<file path="src/rtl/brick_field_ctrl.sv">
// Brick wall alive-state owner: scans one brick per clock against a ball
// snapshot, clears and scores the first contact, reports it via valid/ack.
module brick_field_ctrl #(
  parameter int COLS     = 8,
  parameter int ROWS     = 4,
  parameter int B_WIDTH  = 30,
  parameter int B_HEIGHT = 5,
  parameter int MARGIN   = 10,
  parameter int X0       = 40,
  parameter int Y0       = 20,
  parameter int PITCH_X  = 70,
  parameter int PITCH_Y  = 20,
  parameter int POINTS   = 1
) (
  input  logic                           i_clk,
  input  logic                           i_rst_n,
  input  logic                           i_start,
  input  logic                           i_animate,
  input  logic                           i_ani_stb,
  input  logic [11:0]                    i_ball_x,
  input  logic [11:0]                    i_ball_y,
  input  logic                           i_hit_ack,
  output logic                           o_hit_valid,
  output logic [1:0]                     o_hit_type,
  output logic [$clog2(ROWS*COLS)-1:0]   o_hit_idx,
  output logic [ROWS*COLS-1:0]           o_alive,
  output logic [8:0]                     o_score,
  output logic                           o_endgame,
  output logic                           o_busy,
  output logic                           o_overrun
);
  localparam int N  = ROWS * COLS;
  localparam int IW = $clog2(N);
  localparam int E  = B_WIDTH + MARGIN;
  localparam int F  = B_HEIGHT + MARGIN;

  typedef enum logic [1:0] {
    S_IDLE, S_SCAN, S_HIT, S_DONE
  } state_t;

  state_t         r_state, w_next;
  logic [IW-1:0]  r_idx;
  logic [11:0]    r_bx, r_by;
  logic [N-1:0]   r_alive;
  logic [8:0]     r_score;
  logic [1:0]     r_type;
  logic [IW-1:0]  r_hidx;
  logic           r_overrun;

  logic [12:0] w_bx, w_by, w_cx, w_cy;
  logic [12:0] w_l, w_r, w_t, w_b, w_lo_x, w_lo_y;
  logic        w_l_ok, w_t_ok;
  logic        w_xe, w_ye, w_xin, w_yin;
  logic [1:0]  w_type;
  logic        w_hit, w_go;
  logic [9:0]  w_sum;

  assign w_bx = {1'b0, r_bx};
  assign w_by = {1'b0, r_by};
  assign w_cx = 13'(X0 + (int'(r_idx) % COLS) * PITCH_X);
  assign w_cy = 13'(Y0 + (int'(r_idx) / COLS) * PITCH_Y);

  // Edges that would fall below zero are flagged so they never match.
  assign w_l_ok = w_cx >= 13'(E);
  assign w_t_ok = w_cy >= 13'(F);
  assign w_l    = w_cx - 13'(E);
  assign w_r    = w_cx + 13'(E);
  assign w_t    = w_cy - 13'(F);
  assign w_b    = w_cy + 13'(F);
  assign w_lo_x = w_l_ok ? w_l : 13'd0;
  assign w_lo_y = w_t_ok ? w_t : 13'd0;

  assign w_xe  = (w_l_ok && w_bx == w_l) || w_bx == w_r;
  assign w_ye  = (w_t_ok && w_by == w_t) || w_by == w_b;
  assign w_xin = w_bx >= w_lo_x && w_bx <= w_r;
  assign w_yin = w_by >= w_lo_y && w_by <= w_b;

  always_comb begin
    w_type = 2'b00;
    if (w_xe && w_ye)       w_type = 2'b11;
    else if (w_ye && w_xin) w_type = 2'b01;
    else if (w_xe && w_yin) w_type = 2'b10;
  end

  assign w_hit = r_alive[r_idx] && (w_type != 2'b00);
  assign w_go  = i_ani_stb && i_animate;
  assign w_sum = {1'b0, r_score} + 10'(POINTS);

  always_comb begin
    w_next = r_state;
    unique case (r_state)
      S_IDLE: if (w_go) w_next = S_SCAN;
      S_SCAN: begin
        if (w_hit)                     w_next = S_HIT;
        else if (r_idx == IW'(N - 1))  w_next = S_IDLE;
      end
      S_HIT:  if (i_hit_ack)
                w_next = (r_alive == '0) ? S_DONE : S_IDLE;
      S_DONE: w_next = S_DONE;
      default: w_next = S_IDLE;
    endcase
    if (i_start) w_next = S_IDLE;
  end

  always_ff @(posedge i_clk or negedge i_rst_n) begin
    if (!i_rst_n) r_state <= S_IDLE;
    else          r_state <= w_next;
  end

  always_ff @(posedge i_clk or negedge i_rst_n) begin
    if (!i_rst_n) begin
      r_idx     <= '0;
      r_bx      <= '0;
      r_by      <= '0;
      r_alive   <= '1;
      r_score   <= '0;
      r_type    <= '0;
      r_hidx    <= '0;
      r_overrun <= 1'b0;
    end else if (i_start) begin
      r_idx     <= '0;
      r_alive   <= '1;
      r_score   <= '0;
      r_overrun <= 1'b0;
    end else begin
      if (i_ani_stb && r_state != S_IDLE) r_overrun <= 1'b1;
      unique case (r_state)
        S_IDLE: if (w_go) begin
          r_bx  <= i_ball_x;
          r_by  <= i_ball_y;
          r_idx <= '0;
        end
        S_SCAN: begin
          if (w_hit) begin
            r_alive[r_idx] <= 1'b0;
            r_type         <= w_type;
            r_hidx         <= r_idx;
            r_score        <= w_sum[9] ? 9'd511 : w_sum[8:0];
          end else if (r_idx != IW'(N - 1)) begin
            r_idx <= r_idx + 1'b1;
          end
        end
        default: ;
      endcase
    end
  end

  assign o_hit_valid = r_state == S_HIT;
  assign o_hit_type  = r_type;
  assign o_hit_idx   = r_hidx;
  assign o_alive     = r_alive;
  assign o_score     = r_score;
  assign o_endgame   = r_state == S_DONE;
  assign o_busy      = r_state != S_IDLE;
  assign o_overrun   = r_overrun;
endmodule

</file>
<file path="config.mk">
export PLATFORM = sky130hd
export DESIGN_NAME = brick_field_ctrl
export DESIGN_NICKNAME = d
export VERILOG_FILES = /design/src/rtl/brick_field_ctrl.sv
export SDC_FILE = /design/constraint.sdc
export NUM_CORES = 1
export LEC_CHECK = 0
export CORE_ASPECT_RATIO = 1.75
export CORE_MARGIN = 4
export CORE_UTILIZATION = 50
export CTS_CLUSTER_DIAMETER = 120
export DETAILED_ROUTE_END_ITERATION = 6
export PLACE_DENSITY = 0.74
export SETUP_SLACK_MARGIN = 0.4
export SYNTH_ARGS = -nofsm -noshare
export SYNTH_HDL_FRONTEND = slang
export SYNTH_SLANG_ARGS = --single-unit
export TNS_END_PERCENT = 30
</file>
<file path="constraint.sdc">
create_clock -name i_clk -period 5.2 [get_ports i_clk]
set_input_delay 1.04 -clock i_clk [delete_from_list [all_inputs] [get_ports i_clk]]
set_output_delay 1.04 -clock i_clk [all_outputs]
set_load 0.005 [all_outputs]
</file>
==> reports/qor.txt <==
Final design utilization: 0.679
R2R setup slack: 210 ps
Tightest Pin Transition: 1030 ps
Die Ht: 147 um
# diodes: 0
Final worst slack: 211 ps
Peak supply drop: 0.000184 V
Remaining antenna violation count after routing: 0
Fin nets: 723
Synth warn: 0
Port-buffer cells: 81
Total Wirelength: 16.1 mm
Number of max-cap violations: 0
Total gr overflow: 0
Global-route usage over all layers: 0.257
Max Root-Sink Buffers: 2
Global-route wire length before repair: 26.0 mm
Main synth FF type: dfrtp_1
Router iterations before antenna repair: 6
Cells after synthesis: 526
CP bufs+invs: 4
Die outline width: 87.5 um
CP delay by family, top: simple AND/OR/NAND/NOR gates
CP required: 5470 ps
Post-Syn Area: 0.00553 mm^2
Cell area after placement: 0.00660 mm^2
Footprint of the multi-input gates: 0.00353 mm^2
Slowest stage cell, crit path: fa_2
Hold Buf Count CTS: 0
Crit-path max FO: 6
RSZ-0062 raised after global routing: yes
Dpl hpwl: 11.4 mm
Worst-Skew Late Latency: 340 ps
Area growth syn-to-layout: 32.1%
Total negative slack: 0 ps
Period minus WS final: 4990 ps
Power density of the placed cells: 244 mW/mm^2
Vias after detailed routing: 4746
Count of cell types in the netlist: 69
Crit end category: register
Die ar.: 0.0129 mm^2
Layout cell share with drive strength beyond 1: 0.261
Routed vias/inst: 6.20
Storage cell area: 0.00204 mm^2
Initial Utilization: 0.514
DRC Markers: 0
Number of enable flip-flop cells after synthesis: 0
Fin crit share: 0.959
Worst slew margin: 0.317
Hold path start: o_overrun
Largest net degree at the start of global routing: 81
Crit path largest cell delay: 550 ps
Worst Setup SP: r_idx[1]
Max Slew Vio Count: 0
Hold Path Class: reg2reg
Initial antenna violation count: 0
# IOs: 82
Crit path kind: reg2reg
Reg2reg start: r_idx[1]
Final setup fails: 0
FFs w/ async S/R, synth: 1.00
Status: complete, no violations
CP dominant cell by count: ha_4
Register area share after synthesis: 0.369
Post-Place Setup Slack: 139 ps
FF-to-FF path depth: 21
Syn_nets: 619
Cell Chain, Critical Path: ha_4 -> fa_2 -> inv_2 -> ha_4 -> or3_4 -> a21oi_4 -> and3b_1 -> or3_4 -> ha_4 -> nor4bb_4 -> nand3_1 -> nor3_2 -> o31ai_2 -> a2111oi_2 -> a311oi_2 -> nor3_4 -> buf_6 -> buf_12 -> clkbuf_16 -> nand3_1 -> a21o_1
Reg2reg end: o_alive[8]
CTS tree: built
Avg Cell Area, Syn: 10.5 um^2
Nature of the critical path startpoint: register
RePlAce Congestion: 0.932
Tot Pwr: 0.00179 W
H-Tree Depth: 3
Clock slew at reported path FFs: 60 ps
Final Cell Area: 0.00731 mm^2
Hold Path Cell Cnt: 2
Fmax: 200 MHz
Crit path arrival time: 5260 ps
Leakage: 2.87 nW
Final hold vios: 0
Sink Count: 80
CORE AREA: 0.0108 mm^2
Final Skew: 10.4 ps
Vias in the first global route: 5091
Worst Hold End: o_overrun
Routed len/inst: 21.1 um
Num CTS Buffers: 9
Detailed Route Iter0 Violations: 186
CTS root buffer: clkbuf_16
Site Rows: 50
#FFs+latches synth: 80
# fillers: 834
## flip-flops by register name, summed over array words and instances (netlist names)
| register | flops |
|---|---|
| o_alive | 32 |
| r_bx | 12 |
| r_by | 12 |
| o_score | 9 |
| o_hit_idx | 5 |
| r_idx | 5 |
| o_hit_type | 2 |
| r_state | 2 |
| o_overrun | 1 |
## per-layer routing
| layer | vias up | wire length, um | GRT usage |
|---|---|---|---|
| met4 | 0 | 809 | 0.127 |
| li1 | 2165 | - | - |
| met5 | - | 0 | 0 |
| met3 | 57 | 633 | 0.0398 |
| met1 | 2345 | 5920 | 0.289 |
| met2 | 179 | 8780 | 0.456 |
## where the power goes
part,switching (W),total (W),internal [W]
Combinational,0.000217,0.000429,0.000213
Clock,0.000251,0.000616,0.000366
Sequential,0.0000636,0.000740,0.000677
Total,0.000531,0.00179,0.00126
## repair_timing
action / in CTS / in global routing
gates resized for setup: 17 / 15
hold endpoints to repair: 0 / 0
cloned: 3 / 1
setup buffers: 12 / 6
pin swaps: 16 / 20
endpoints found under the setup margin: 54 / 55
## cells by family after synthesis
group                    Yosys count  synth area share
XOR/XNOR                          21            0.0384
flip-flops                        80             0.369
AO/OA/AOI/OAI                    112             0.151
other                              1          0.000678
multiplexers                      39            0.0995
adder cells (fa/ha/maj)           63             0.144
AND/OR/NAND/NOR                  165             0.161
buffers and inverters             45            0.0371
## synthesized netlist by cell type (all sizes together) (3+ instances only)
master,instances,area share
a2111oi,3,0.0093
a211oi,7,0.010
a21o,37,0.050
a21oi,19,0.018
a311oi,3,0.0059
a41oi,6,0.0095
and3,5,0.0057
buf,13,0.015
clkbuf,11,0.0075
dfrtp,48,0.22
dfstp,32,0.15
ha,62,0.14
inv,21,0.014
mux2,28,0.057
mux4,10,0.041
nand2,27,0.018
nand2b,5,0.0057
nand3,28,0.025
nand4,24,0.027
nor2,29,0.020
nor2b,7,0.0079
nor3,12,0.014
nor4,11,0.012
nor4b,3,0.0047
o211ai,3,0.0041
o21a,3,0.0041
o21ai,11,0.0099
xnor2,16,0.028
xor2,4,0.0063
## area by class of cell
class / count / share of cell area
Timing Repair Buffer: 117 / 0.164
Clock inverter: 2 / 0.00171
Tap cell: 130 / 0.0223
Clock buffer: 14 / 0.0377
Inverter: 21 / 0.0113
Sequential cell: 80 / 0.280
Multi-Input combinational cell: 401 / 0.483
## cells in the final DEF, fill, tap and decap left out, types with 24 or more instances in the layout
master,n
buf_4,26
nand2_1,24
dfstp_2,32
dfrtp_1,46
nand3_1,27
mux2_2,28
a21o_1,37
ha_1,56
nand4_1,24
nor2_1,29
clkdlybuf4s50_1,80
## stage by stage
stage                     instances  hold slack [ps]
after global routing            765              527
after floorplan                 526              481
after detailed placement        727              499
final                           765              499
after CTS                       758              512
after global placement          727              479
## worst max-delay path by stage
stage	cells after the start	end	slack, ps
finish	21	o_alive[8]	210
CTS	22	o_score[6]	370
floorplan	21	o_alive[27]	330
global placement	18	r_idx[1]	280
global route	21	o_alive[23]	20
detailed placement	19	o_score[6]	140
## worst min-delay path: cells and delay by family (launching register included)
family	cells	cell delay (ps)
compound gates	1	40
flops	1	350
simple gates	1	70
Power figures use the tool's default switching activity.
